`config.mk`:
```
export PLATFORM = sky130hd
export DESIGN_NAME = mem_handshake_responder
export DESIGN_NICKNAME = d
export VERILOG_FILES = /design/src/rtl/mem_pkg.sv /design/src/rtl/wait_counter.sv /design/src/rtl/mem_handshake_responder.sv
export SDC_FILE = /design/constraint.sdc
export NUM_CORES = 1
export LEC_CHECK = 0
export ABC_AREA = 1
export CORE_MARGIN = 10
export CORE_UTILIZATION = 43
export DETAILED_ROUTE_END_ITERATION = 7
export MAX_ROUTING_LAYER = met4
export PLACE_DENSITY_LB_ADDON = 0.15
export SYNTH_ARGS = -nofsm -noshare
export SYNTH_HDL_FRONTEND = slang
export SYNTH_SLANG_ARGS = --single-unit
```
`constraint.sdc`:
```
create_clock -name clk -period 1.9 [get_ports clk]
set_clock_uncertainty 0.05 [all_clocks]
set_input_delay 0.38 -clock clk [delete_from_list [all_inputs] [get_ports clk]]
set_output_delay 0.38 -clock clk [all_outputs]
set_load 0.1 [all_outputs]
```
`src/rtl/mem_pkg.sv`:
```
// rtl/mem_pkg.sv - shared widths, wait-counter size and FSM encoding for the memory responder
package mem_pkg;

  localparam int ADDR_W_DEF = 8;
  localparam int DATA_W_DEF = 16;
  localparam int WAIT_CNT_W = 4;

  typedef enum logic [2:0] {
    ST_IDLE   = 3'd0,
    ST_I_WAIT = 3'd1,
    ST_I_DONE = 3'd2,
    ST_D_PTR  = 3'd3,
    ST_D_WAIT = 3'd4,
    ST_D_DONE = 3'd5,
    ST_HOLD   = 3'd6
  } state_e;

endpackage

```
`src/rtl/wait_counter.sv`:
```
// rtl/wait_counter.sv - loadable down-counter with zero flag, shared by every access phase
// 'extra' inserts one settle cycle before counting so the RAM sees the freshly registered address.
module wait_counter
  import mem_pkg::*;
(
  input  logic                  clk,
  input  logic                  rstN,
  input  logic                  load,
  input  logic                  extra,
  input  logic [WAIT_CNT_W-1:0] load_val,
  output logic                  zero
);

  logic [WAIT_CNT_W-1:0] cnt_q, cnt_d;
  logic                  pre_q, pre_d;

  always_comb begin
    cnt_d = cnt_q;
    pre_d = pre_q;
    if (load) begin
      cnt_d = load_val;
      pre_d = extra;
    end else if (pre_q) begin
      pre_d = 1'b0;
    end else if (cnt_q != '0) begin
      cnt_d = cnt_q - 1'b1;
    end
  end

  always_ff @(posedge clk or negedge rstN) begin
    if (!rstN) begin
      cnt_q <= '0;
      pre_q <= 1'b0;
    end else begin
      cnt_q <= cnt_d;
      pre_q <= pre_d;
    end
  end

  assign zero = !pre_q && (cnt_q == '0);

endmodule

```
`src/rtl/mem_handshake_responder.sv`:
```
// rtl/mem_handshake_responder.sv - fetch/data handshake responder driving wait-stated IRAM/DRAM
// Data requests win over fetches; HOLD blocks re-service of a request still held high.
module mem_handshake_responder
  import mem_pkg::*;
#(
  parameter int ADDR_W    = ADDR_W_DEF,
  parameter int DATA_W    = DATA_W_DEF,
  parameter int INST_WAIT = 1,
  parameter int DATA_WAIT = 2
) (
  input  logic              clk,
  input  logic              rstN,
  input  logic              instReq,
  input  logic [ADDR_W-1:0] instAddr,
  output logic              instReady,
  output logic [DATA_W-1:0] instData,
  input  logic              dataReq,
  input  logic              dataWe,
  input  logic              indirect,
  input  logic [ADDR_W-1:0] dataAddr,
  input  logic [DATA_W-1:0] dataWdata,
  output logic              dataReady,
  output logic [DATA_W-1:0] dataRdata,
  output logic [ADDR_W-1:0] iramAddr,
  input  logic [DATA_W-1:0] iramRdata,
  output logic [ADDR_W-1:0] dramAddr,
  output logic              dramWe,
  output logic [DATA_W-1:0] dramWdata,
  input  logic [DATA_W-1:0] dramRdata
);

  localparam logic [WAIT_CNT_W-1:0] INST_WAIT_C = WAIT_CNT_W'(INST_WAIT);
  localparam logic [WAIT_CNT_W-1:0] DATA_WAIT_C = WAIT_CNT_W'(DATA_WAIT);

  state_e            state_q, state_d;
  logic [ADDR_W-1:0] iram_addr_q, iram_addr_d;
  logic [ADDR_W-1:0] dram_addr_q, dram_addr_d;
  logic [DATA_W-1:0] dram_wdata_q, dram_wdata_d;
  logic [DATA_W-1:0] inst_data_q, inst_data_d;
  logic [DATA_W-1:0] data_rdata_q, data_rdata_d;
  logic              we_q, we_d;
  logic              svc_data_q, svc_data_d;

  logic                  cnt_load;
  logic                  cnt_extra;
  logic [WAIT_CNT_W-1:0] cnt_val;
  logic                  cnt_zero;

  wait_counter u_wait_counter (
    .clk      (clk),
    .rstN     (rstN),
    .load     (cnt_load),
    .extra    (cnt_extra),
    .load_val (cnt_val),
    .zero     (cnt_zero)
  );

  always_comb begin
    state_d      = state_q;
    iram_addr_d  = iram_addr_q;
    dram_addr_d  = dram_addr_q;
    dram_wdata_d = dram_wdata_q;
    inst_data_d  = inst_data_q;
    data_rdata_d = data_rdata_q;
    we_d         = we_q;
    svc_data_d   = svc_data_q;
    cnt_load     = 1'b0;
    cnt_extra    = 1'b0;
    cnt_val      = '0;

    unique case (state_q)
      ST_IDLE: begin
        if (dataReq) begin
          dram_addr_d  = dataAddr;
          dram_wdata_d = dataWdata;
          we_d         = dataWe;
          svc_data_d   = 1'b1;
          cnt_load     = 1'b1;
          cnt_extra    = 1'b1;
          cnt_val      = DATA_WAIT_C;
          state_d      = indirect ? ST_D_PTR : ST_D_WAIT;
        end else if (instReq) begin
          iram_addr_d = instAddr;
          svc_data_d  = 1'b0;
          cnt_load    = 1'b1;
          cnt_extra   = 1'b1;
          cnt_val     = INST_WAIT_C;
          state_d     = ST_I_WAIT;
        end
      end
      ST_I_WAIT: begin
        if (cnt_zero) begin
          inst_data_d = iramRdata;
          state_d     = ST_I_DONE;
        end
      end
      ST_I_DONE: state_d = ST_HOLD;
      ST_D_PTR: begin
        // Pointer word's low bits become the effective address; wraps naturally.
        if (cnt_zero) begin
          dram_addr_d = dramRdata[ADDR_W-1:0];
          cnt_load    = 1'b1;
          cnt_val     = DATA_WAIT_C;
          state_d     = ST_D_WAIT;
        end
      end
      ST_D_WAIT: begin
        if (cnt_zero) begin
          if (!we_q) data_rdata_d = dramRdata;
          state_d = ST_D_DONE;
        end
      end
      ST_D_DONE: state_d = ST_HOLD;
      ST_HOLD: begin
        if (svc_data_q ? !dataReq : !instReq) state_d = ST_IDLE;
      end
      default: state_d = ST_IDLE;
    endcase
  end

  always_ff @(posedge clk or negedge rstN) begin
    if (!rstN) begin
      state_q      <= ST_IDLE;
      iram_addr_q  <= '0;
      dram_addr_q  <= '0;
      dram_wdata_q <= '0;
      inst_data_q  <= '0;
      data_rdata_q <= '0;
      we_q         <= 1'b0;
      svc_data_q   <= 1'b0;
    end else begin
      state_q      <= state_d;
      iram_addr_q  <= iram_addr_d;
      dram_addr_q  <= dram_addr_d;
      dram_wdata_q <= dram_wdata_d;
      inst_data_q  <= inst_data_d;
      data_rdata_q <= data_rdata_d;
      we_q         <= we_d;
      svc_data_q   <= svc_data_d;
    end
  end

  assign instReady = (state_q == ST_I_DONE);
  assign dataReady = (state_q == ST_D_DONE);
  assign dramWe    = (state_q == ST_D_WAIT) && we_q && cnt_zero;
  assign instData  = inst_data_q;
  assign dataRdata = data_rdata_q;
  assign iramAddr  = iram_addr_q;
  assign dramAddr  = dram_addr_q;
  assign dramWdata = dram_wdata_q;

endmodule

```
==> impl_results.html <==
<table>
<tr><th>Metric</th><th>Value</th></tr>
<tr><th colspan="2">Timing</th></tr>
<tr><td>Count of final max-slew check failures</td><td>0</td></tr>
<tr><td>Final worst-path cycle share</td><td>100%</td></tr>
<tr><td>Final Critical Period</td><td>1900 ps</td></tr>
<tr><td>Fmax achieved</td><td>about 530 MHz</td></tr>
<tr><td>Worst setup margin</td><td>-0.964 ps</td></tr>
<tr><td>Final hold vios</td><td>0</td></tr>
<tr><td>Worst-Margin Slew</td><td>roughly 420 ps</td></tr>
<tr><td>RSZ-0062 raised after global routing</td><td>yes</td></tr>
<tr><td>Number of setup violations in the final report</td><td>1</td></tr>
<tr><td>Tightest slew margin relative to the limit</td><td>between 70 and 80%</td></tr>
<tr><th colspan="2">CTS</th></tr>
<tr><td>Clock root buffer</td><td>sky130_fd_sc_hd__clkbuf_8</td></tr>
<tr><td>Clock-pin slew on the worst setup and hold paths</td><td>around 80 ps</td></tr>
<tr><td>Clock sink total</td><td>74</td></tr>
<tr><td>Longest Clk Path Bufs</td><td>2</td></tr>
<tr><td>Clk Latency, worst-skew pair</td><td>around 340 ps</td></tr>
<tr><td>Number of clock buffers inserted by TritonCTS</td><td>9</td></tr>
<tr><td>CTS tree</td><td>done</td></tr>
<tr><td>Number of H-tree levels</td><td>3</td></tr>
<tr><th colspan="2">Synthesis</th></tr>
<tr><td>Share of async-settable or async-resettable flops after synthesis</td><td>100%</td></tr>
<tr><td>Post-synthesis instance area</td><td>around 3300 sq um</td></tr>
<tr><td>Top flip-flop cell by instance count after synthesis</td><td>sky130_fd_sc_hd__dfrtp_1</td></tr>
<tr><td>EDFF count, synth</td><td>0</td></tr>
<tr><td>Sequential share of the synthesized area</td><td>between 50% and 60%</td></tr>
<tr><td>Number of different library cells in the post-synthesis netlist</td><td>25</td></tr>
<tr><td>Cell count after synthesis</td><td>388</td></tr>
<tr><td>Average instance area after synthesis</td><td>between 8 and 9 sq um</td></tr>
<tr><td>Number of synthesized register bits</td><td>74</td></tr>
<tr><td>Net count of the mapped netlist</td><td>about 460</td></tr>
<tr><td>Number of warnings reported in the yosys synthesis log</td><td>0</td></tr>
<tr><th colspan="2">Floorplanning</th></tr>
<tr><td>Num ports</td><td>approximately 140</td></tr>
<tr><td>Placeable core region</td><td>about 7300 sq um</td></tr>
<tr><td>Initial cell density of the core</td><td>between 40% and 50%</td></tr>
<tr><td>Std cell rows</td><td>31</td></tr>
<tr><td>Die Outline Area</td><td>roughly 11000 sq um</td></tr>
<tr><td>Die Span X</td><td>107 um</td></tr>
<tr><td>Die Height</td><td>between 100 and 150 um</td></tr>
<tr><th colspan="2">Place</th></tr>
<tr><td>Weighted congestion at the end of routability-driven global placement</td><td>0.859</td></tr>
<tr><td>Pre-CTS worst setup slack</td><td>around 96 ps</td></tr>
<tr><td>Total of buffers placed on input and output ports</td><td>approximately 140</td></tr>
<tr><td>DP HPWL</td><td>between 8000 and 9000 um</td></tr>
<tr><th colspan="2">Cells and area</th></tr>
<tr><td>FF/Latch Area</td><td>1860 sq um</td></tr>
<tr><td>Multi-input gate area</td><td>1290 sq um</td></tr>
<tr><td>Count of inserted antenna diode cells</td><td>0</td></tr>
<tr><td>Most frequent standard cell in the layout excluding fill and tap cells</td><td>sky130_fd_sc_hd__nand2_1</td></tr>
<tr><td>Final net count</td><td>611</td></tr>
<tr><td>Share of final-layout standard cells stronger than drive strength 1</td><td>between 20% and 30%</td></tr>
<tr><td>Area Overhead vs Synth</td><td>76.5%</td></tr>
<tr><td>Commonest non-fill, non-tap cells in the layout</td><td>142 x sky130_fd_sc_hd__nand2_1, 70 x sky130_fd_sc_hd__dfrtp_1, 69 x sky130_fd_sc_hd__buf_12, 68 x sky130_fd_sc_hd__clkdlybuf4s50_1, 40 x sky130_fd_sc_hd__nand3_1</td></tr>
<tr><td>Fill cell instance count of the final layout</td><td>458</td></tr>
<tr><th colspan="2">Drt</th></tr>
<tr><td>Post-Route WL</td><td>approximately 11000 um</td></tr>
<tr><td>Detailed-route wire length per cell</td><td>roughly 16 um</td></tr>
<tr><td>First DRT Iteration DRCs</td><td>142</td></tr>
<tr><td>Via count</td><td>3169</td></tr>
<tr><td>1st-pass router iterations</td><td>4</td></tr>
<tr><td>Via density per instance</td><td>between 4 and 5</td></tr>
<tr><td>Count of nets left with antenna violations after detail routing</td><td>0</td></tr>
<tr><td>Final routed DRC violation total</td><td>0</td></tr>
<tr><th colspan="2">Setup path</th></tr>
<tr><td>Startpoint type of the worst setup path</td><td>register</td></tr>
<tr><td>Slowest CP cell</td><td>sky130_fd_sc_hd__dfrtp_1</td></tr>
<tr><td>Gate family responsible for the most delay along the worst path</td><td>flip-flops</td></tr>
<tr><td>Delay of the slowest cell on the worst path</td><td>~400 ps</td></tr>
<tr><td>Terminus of the critical flop-to-flop path</td><td>instData[15]</td></tr>
<tr><td>Reg-to-reg critical path startpoint</td><td>state_q[1]</td></tr>
<tr><td>Setup CP Type</td><td>register to primary output</td></tr>
<tr><td>Worst reg-to-reg path cell count</td><td>6</td></tr>
<tr><td>Worst path arrival time</td><td>roughly 1500 ps</td></tr>
<tr><td>Critical Path Sink Type</td><td>primary output</td></tr>
<tr><td>Critical path buffers and inverters</td><td>2</td></tr>
<tr><td>Reg2Reg Setup Slack</td><td>approximately 170 ps</td></tr>
<tr><td>Worst EP required</td><td>1470 ps</td></tr>
<tr><td>Cell breakdown of the critical path</td><td>inv_2 &gt; ha_4 &gt; nand3_4 &gt; nor3b_4 &gt; buf_12</td></tr>
<tr><td>Maximum fanout along the worst path</td><td>2</td></tr>
<tr><th colspan="2">Global route</th></tr>
<tr><td>GRT Util Overall</td><td>19.1%</td></tr>
<tr><td>Largest net degree at the start of global routing</td><td>34</td></tr>
<tr><td>Number of global-route vias before repair</td><td>approximately 3400</td></tr>
<tr><td>Remaining Overflow, GRT</td><td>0</td></tr>
<tr><td>First-pass GRT wire length</td><td>around 17000 um</td></tr>
<tr><td>Number of antenna violations at the first check in global routing</td><td>0</td></tr>
<tr><th colspan="2">Run</th></tr>
<tr><td>Maximum Capacitance Violations</td><td>0</td></tr>
<tr><th colspan="2">Min path</th></tr>
<tr><td>Path category of the worst min-delay check</td><td>primary input to asynchronous set/reset pin</td></tr>
<tr><th colspan="2">Status</th></tr>
<tr><td>Outcome</td><td>complete, but fails checks</td></tr>
<tr><td>Violated checks</td><td>setup timing</td></tr>
</table>
==> worst register-to-register path, stage by stage, from the launching register on <==
cell and delay [ps]:
sky130_fd_sc_hd__dfrtp_2 420, sky130_fd_sc_hd__buf_4 160, sky130_fd_sc_hd__nor2_2 160, sky130_fd_sc_hd__nand2_2 250, sky130_fd_sc_hd__nor2_4 420, sky130_fd_sc_hd__nand2_1 130
sky130_fd_sc_hd__nand2_1 80
==> worst max-delay path by stage <==
stage               depth (start not counted)               startpoint            to
CTS                                         5  u_wait_counter.cnt_q[1]        dramWe
finish                                      5  u_wait_counter.cnt_q[1]        dramWe
detailed placement                          6                  dataReq   dramAddr[5]
global route                                5  u_wait_counter.cnt_q[1]        dramWe
floorplan                                   5  u_wait_counter.cnt_q[0]        dramWe
global placement                            8  u_wait_counter.cnt_q[0]  dataRdata[2]
==> metal layers <==
metal	wire [um]	share of wire [%]	up-vias	GRT usage, %
li1	-	-	1541	-
met1	4190	40	1515	20.6
met2	5490	52	105	32.6
met3	719	6.8	8	6.59
met4	103	0.98	0	5.51
met5	0	0	-	-
==> area by class of cell <==
type | instances | share of cell area, %
inverter | 29 | 1.89
tap | 99 | 2.15
multi-input combinational | 269 | 22.4
timing repair buffer | 157 | 38.4
sequential | 74 | 32.2
clock buffer | 10 | 2.39
clock inverter | 5 | 0.542
==> stage by stage <==
stage | cells | util [%] | setup TNS [ps] | cell area [sq um] | hold slack [ps]
after global routing | 643 | 78.7 | -48.1 | 5770 | 492
after global placement | 621 | 75.1 | 0 | 5500 | 293
final | 643 | 78.7 | -0.964 | 5770 | 453
after detailed placement | 621 | 75.1 | 0 | 5500 | 297
after CTS | 642 | 78.5 | -15.3 | 5750 | 461
after floorplan | 388 | - | -360 | 3300 | 34.4
==> what timing repair did <==
action	CTS	global route
setup buffers	5	1
gates resized for setup	10	3
setup endpoints to repair	1	10
hold buffers	1	0
pin swaps	3	0
hold endpoints to repair	29	0
==> sequential cells by signal, summed over array words and instances (netlist names) <==
name and cells:
u_wait_counter.cnt_q 4, dramWdata 16, instData 16, svc_data_q 1, dramAddr 8, iramAddr 8, we_q 1, state_q 3
dataRdata 16, u_wait_counter.pre_q 1
==> Yosys cell counts, drive strengths merged (2+ instances only) <==
cell,n,area share [%]
nand3b,2,0.46
inv,29,3.3
nor3,4,0.77
a21oi,3,0.46
clkbuf,6,0.69
nand2,149,18
buf,10,1.7
o21ai,34,5.2
nor2,16,2.3
dfrtp,74,57
or2,8,1.5
o211ai,8,1.8
nand3,41,6.3
==> cell families after synthesis <==
group	share of synthesized area (%)
flops	56.7
buf+inv	5.74
compound gates	7.73
simple gates	29.5
fa+ha+maj	0.383
Power is left out: the tool's default activity adds up to more than one toggle a clock period on the data nets, which glitch-free logic cannot reach.
